File: src/rtl/bus_fabric.sv
`default_nettype none
// ============================================================================
// Module   : bus_fabric
// Brief    : Single-CPU address decoder with per-region wait states, open-bus
//            read-back and interrupt merge. Optional sticky decode-error
//            capture is enabled by defining BUS_FABRIC_DECERR_EN.
// Revision : 1.0 - initial release
// ============================================================================
module bus_fabric #(
   parameter int                      N_SLAVES = 5,
   // Lists are written highest index first so that region 0 lands in the LSBs:
   // region 0 = 8000/8000, region 1 = 0000/C000, regions 2..4 = 6000/7000/5000.
   parameter logic [16*N_SLAVES-1:0]  SLV_BASE = {16'h5000, 16'h7000, 16'h6000, 16'h0000, 16'h8000},
   parameter logic [16*N_SLAVES-1:0]  SLV_MASK = {16'hFFF0, 16'hFFF0, 16'hFFF0, 16'hC000, 16'h8000},
   parameter logic [4*N_SLAVES-1:0]   SLV_WAIT = '0,
   parameter logic [7:0]              OPEN_BUS = 8'hFF
) (
   input  logic                     clk,
   input  logic                     reset,
   input  logic [15:0]              cpu_addr,
   input  logic                     cpu_we,
   input  logic [7:0]               cpu_do,
   output logic [7:0]               cpu_di,
   output logic                     cpu_rdy,
   output logic [15:0]              slv_addr,
   output logic                     slv_we,
   output logic [7:0]               slv_wdata,
   output logic [N_SLAVES-1:0]      slv_cs,
   input  logic [8*N_SLAVES-1:0]    slv_rdata,
   input  logic [N_SLAVES-1:0]      slv_irq_n,
   output logic                     cpu_irq
`ifdef BUS_FABRIC_DECERR_EN
   ,
   output logic                     dec_err,
   output logic [15:0]              dec_err_addr
`endif
);

   typedef enum logic [0:0] {
      ST_IDLE   = 1'b0,
      ST_ACCESS = 1'b1
   } state_t;

   state_t               r_state;
   state_t               w_state_nxt;
   logic [15:0]          r_addr;
   logic                 r_we_q;
   logic [7:0]           r_wdata;
   logic [3:0]           r_wait_cnt;
   logic [3:0]           w_wait_nxt;
   logic [N_SLAVES-1:0]  w_cap_sel;
   logic [N_SLAVES-1:0]  w_addr_sel;
   logic [N_SLAVES-1:0]  w_cur_sel;
   logic                 w_rdy;
   logic                 w_any_sel;

   // Descending scan: the last hit written is the lowest index, so it wins.
   function automatic logic [N_SLAVES-1:0] decode(input logic [15:0] addr);
      decode = '0;
      for (int i = N_SLAVES - 1; i >= 0; i--) begin
         if ((addr & SLV_MASK[16*i +: 16]) == SLV_BASE[16*i +: 16]) begin
            decode    = '0;
            decode[i] = 1'b1;
         end
      end
   endfunction

   function automatic logic [3:0] wait_of(input logic [N_SLAVES-1:0] sel);
      wait_of = '0;
      for (int i = 0; i < N_SLAVES; i++) begin
         if (sel[i]) begin
            wait_of = wait_of | SLV_WAIT[4*i +: 4];
         end
      end
   endfunction

   function automatic logic [7:0] rdata_of(input logic [N_SLAVES-1:0] sel,
                                           input logic [8*N_SLAVES-1:0] rdata);
      rdata_of = '0;
      for (int i = 0; i < N_SLAVES; i++) begin
         if (sel[i]) begin
            rdata_of = rdata_of | rdata[8*i +: 8];
         end
      end
   endfunction

   assign w_cap_sel  = decode(cpu_addr);
   assign w_addr_sel = decode(r_addr);

   always_ff @(posedge clk) begin
      if (reset) begin
         r_state    <= ST_IDLE;
         r_addr     <= '0;
         r_we_q     <= 1'b0;
         r_wdata    <= '0;
         r_wait_cnt <= '0;
      end else begin
         r_state    <= w_state_nxt;
         r_wait_cnt <= w_wait_nxt;
         if (w_rdy) begin
            r_addr  <= cpu_addr;
            r_we_q  <= cpu_we;
            r_wdata <= cpu_do;
         end
      end
   end

   always_comb begin
      w_state_nxt = r_state;
      w_wait_nxt  = r_wait_cnt;
      w_rdy       = 1'b1;
      w_cur_sel   = '0;
      case (r_state)
         ST_IDLE: begin
            w_state_nxt = ST_ACCESS;
            w_wait_nxt  = wait_of(w_cap_sel);
         end
         ST_ACCESS: begin
            w_cur_sel = w_addr_sel;
            w_rdy     = (r_wait_cnt == 4'd0);
            if (w_rdy) begin
               w_wait_nxt = wait_of(w_cap_sel);
            end else begin
               w_wait_nxt = r_wait_cnt - 4'd1;
            end
         end
         default: begin
            w_state_nxt = ST_IDLE;
         end
      endcase
   end

   assign w_any_sel = |w_cur_sel;

   assign slv_addr  = r_addr;
   assign slv_wdata = r_wdata;
   assign slv_cs    = w_cur_sel;
   assign cpu_rdy   = w_rdy;
   assign slv_we    = r_we_q & w_rdy & w_any_sel;
   assign cpu_di    = w_any_sel ? rdata_of(w_cur_sel, slv_rdata) : OPEN_BUS;
   assign cpu_irq   = ~(&slv_irq_n);

`ifdef BUS_FABRIC_DECERR_EN
   logic        r_dec_err;
   logic [15:0] r_dec_err_addr;

   // Only the first unmapped completion is recorded until the next reset.
   always_ff @(posedge clk) begin
      if (reset) begin
         r_dec_err      <= 1'b0;
         r_dec_err_addr <= '0;
      end else if ((r_state == ST_ACCESS) && w_rdy && !w_any_sel && !r_dec_err) begin
         r_dec_err      <= 1'b1;
         r_dec_err_addr <= r_addr;
      end
   end

   assign dec_err      = r_dec_err;
   assign dec_err_addr = r_dec_err_addr;
`endif

endmodule
`default_nettype wire

File: config.mk
export PLATFORM = sky130hd
export DESIGN_NAME = bus_fabric
export DESIGN_NICKNAME = d
export VERILOG_FILES = /design/src/rtl/bus_fabric.sv
export SDC_FILE = /design/constraint.sdc
export NUM_CORES = 1
export LEC_CHECK = 0
export CAP_MARGIN = 20
export CORE_AREA = 2 2 94 51
export CTS_BUF_LIST = sky130_fd_sc_hd__clkbuf_16
export DETAILED_ROUTE_END_ITERATION = 10
export DIE_AREA = 0 0 96 53
export PLACE_DENSITY = 0.84
export SLEW_MARGIN = 25
export SYNTH_ARGS = -nofsm -noshare
export SYNTH_HDL_FRONTEND = slang
export SYNTH_SLANG_ARGS = --single-unit
File: constraint.sdc
create_clock -name clk -period 2.8 [get_ports clk]
set_input_delay 0.42 -clock clk [delete_from_list [all_inputs] [get_ports clk]]
set_output_delay 0.42 -clock clk [all_outputs]
set_load 0.01 [all_outputs]
==> metrics.md <==
| Metric | Value |
|---|---|
| Final nets | `395` |
| Number of distinct library cells after synthesis | `27` |
| Final period utilization | `a little over nine tenths` |
| Average wire per standard cell | `around 14 um` |
| Ant diodes | `0` |
| Via/cell ratio | `a little under 5` |
| Post-Syn Nets | `283` |
| Mapped Area | `1525 um^2` |
| Leakage | `about 1.2 nW` |
| Via count | `around 1,800` |
| Asr flop ratio synth | `0%` |
| Syn Area/Cell | `about 7.3 um^2` |
| Row count | `17` |
| Most frequent cells in the layout | `107 x clkdlybuf4s50_1, 67 x nand2_1, 30 x dfxtp_1, 25 x a21oi_1, 13 x inv_1` |
| DP Area | `between 2000 and 3000 um^2` |
| Outcome | `complete, no violations` |
| Floorplan Core Area | `roughly 4200 um^2` |
| # IOs | `112` |
| Vias in the first global route | `1,625` |
| WP data arrival | `2.30 ns` |
| Setup CP Type | `flip-flop to primary output` |
| Fin area | `a little under 3000 um^2` |
| Fmax | `between 300 and 400 MHz` |
| Grt total ovfl | `0` |
| Commonest non-fill, non-tap cell in the layout | `clkdlybuf4s50_1` |
| Peak supply drop | `approximately 0.30 mV` |
| Post-synth EDFFs | `0` |
| Hpwl dp | `between 3 and 4 mm` |
| Die Area | `5088 um^2` |
| YS warnings | `0` |
| Worst path top cell family by delay | `simple AND/OR/NAND/NOR gates` |
| Worst-path maximum fanout | `9` |
| Max-slew headroom | `approximately 76%` |
| CTS Sinks | `30` |
| Layout area overhead | `90.98%` |
| Critical Path RT | `roughly 2.4 ns` |
| Antenna viol nets, final | `0` |
| Worst Max-Slew Pin Slew | `between 0.3 and 0.4 ns` |
| Minimum clock period | `2.722 ns` |
| Number of CTS-inserted buffers | `5` |
| Max Cap Viol | `0` |
| Fillers | `between 300 and 400` |
| First-pass GRT wire length | `just over 8 mm` |
| Sum of negative setup slack | `0 ns` |
| Starting density of the core | `36.03%` |
| Post-Syn Instances | `210` |
| Initial antenna violation count | `0` |
| Pwr/cell area | `roughly 540 nW/um^2` |
| Final Max Tran Viols | `0` |
| Slowest cell on the critical path | `or4_4` |
| CTS Buffer Depth | `2` |
| Crit-path cells | `or4_4, nor4_4, buf_6, nand2_1, nand4_1, clkdlybuf4s50_1` |
| Crit-path max cell delay | `about 0.59 ns` |
| Root Driver | `clkbuf_16` |
| Pre-CTS setup slack | `0.1562 ns` |
| TritonCTS clock tree | `built` |
| TritonRoute pass-1 iters | `6` |
| DRC | `0` |
| Final setup margin | `about 0.078 ns` |
| # port buffers | `between 100 and 150` |
| 1st-iter DRT viols | `91` |
| Total Routing Usage GR | `between 20% and 30%` |
| RSZ-0062 raised after global routing | `no` |
| GPL Wtd Cong | `about 0.8` |
| CP endpoint kind | `primary output` |
| Final wirelength | `about 5.5 mm` |
| Crit path launch type | `flip-flop` |
| Share of cells above drive strength 1 | `between 5 and 6%` |
| Clock slew at reported path FFs | `approximately 0.05 ns` |
| H-tree depth | `2` |
| Largest net degree at the start of global routing | `31` |
| Buf/Inv on CP | `2` |
| Clk Latency, worst-skew pair | `approximately 0.27 ns` |
| Register area share after synthesis | `39.38%` |
| Final setup fails | `0` |
| Die Ht | `~53 um` |
| Final hold vios | `0` |
| Yosys reg bits | `30` |
| Clock skew | `0.004821 ns` |
| Min-Delay Path Class | `flip-flop to flip-flop` |
| Most used flip-flop cell after synthesis | `dfxtp_1` |
| Die width | `approximately 96 um` |
-- sequential cells by signal, indices dropped and copies added (netlist names) --
signal / flops
r_wait_cnt: 4
r_we_q: 1
r_state: 1
slv_wdata: 8
slv_addr: 16
-- stage by stage --
stage               hold WS, ns  util, %  cells  power, mW
detailed placement       0.4424    63.91    371     0.8963
CTS                      0.4496    68.52    380      1.591
finish                   0.4484    68.81    380      1.577
global route             0.4662    68.81    380      1.649
global placement         0.4374    63.91    371     0.8898
floorplan                0.4268        -    210     0.6649
-- worst reg2reg max path, delay by kind of cell, from the launching register on --
family	cells	cell delay, ns
compound gates	2	0.42
fa+ha+maj	1	0.20
buf+inv	4	0.55
flops	1	0.32
simple gates	1	0.11
-- routing by layer --
metal	track usage, %	up-vias	wire length [um]
met4	4.524	0	0
met1	29.31	847	2623
met3	6.980	0	452
li1	-	928	-
met5	0	-	0
met2	32.87	62	2411
-- where the power goes --
group | internal, mW | total, mW | leakage (nW) | switching (mW)
logic | 0.235 | 0.399 | 0.825 | 0.165
registers | 0.464 | 0.492 | 0.249 | 0.0281
clock network | 0.506 | 0.686 | 0.0915 | 0.180
total | 1.20 | 1.58 | 1.17 | 0.373
-- cells by family (layout without fill, tap and decap cells) --
logic type      Yosys count  after routing  share of synthesized area (%)
fa+ha+maj                 1              1                         0.8202
mux                       8              8                          5.250
buf+inv                  27            140                          6.809
simple gates            106            106                          33.31
xor+xnor                  2              2                          1.149
flops                    30             30                          39.38
compound gates           36             36                          13.29
-- repair_timing --
action | CTS | global route
endpoints found under the setup margin | 10 | 8
endpoints found under the hold margin | 0 | 0
pin swaps | 1 | 0
setup buffers | 1 | 0
hold buffers | 0 | 0
resized for setup | 1 | 5
-- synthesized netlist by cell type, drive strengths merged, types with 2 or more instances --
cell type / n / area (um^2)
nand2: 67 / 251.5
dfxtp: 30 / 600.6
a21oi: 25 / 125.1
inv: 13 / 48.80
clkbuf: 11 / 41.29
mux2i: 8 / 80.08
nand4: 8 / 50.05
nor2b: 8 / 50.05
o22ai: 8 / 50.05
nor3: 6 / 30.03
buf: 3 / 13.76
nand2b: 3 / 18.77
nor2: 3 / 11.26
and2: 2 / 12.51
nor3b: 2 / 15.01
or4: 2 / 22.52
xnor2: 2 / 17.52
-- area by class of cell --
type | instances | area (um^2) | share of cell area (%)
Sequential cell | 30 | 600.6 | 20.62
Clock inverter | 3 | 63.81 | 2.191
Multi-Input combinational cell | 153 | 822.0 | 28.22
Clock buffer | 5 | 125.1 | 4.296
Timing Repair Buffer | 119 | 1181 | 40.55
Tap cell | 57 | 71.32 | 2.448
Inverter | 13 | 48.80 | 1.675
-- final timing paths --
check                start            to  slack [ns]  depth (start not counted)
min reg2reg   slv_wdata[2]  slv_wdata[2]        0.45                          2
max            slv_addr[4]     cpu_di[4]        0.08                          6
min           slv_wdata[2]  slv_wdata[2]        0.45                          2
max reg2reg  r_wait_cnt[0]  slv_addr[15]        1.14                          8
No activity file was read; power rests on OpenSTA's default activity.
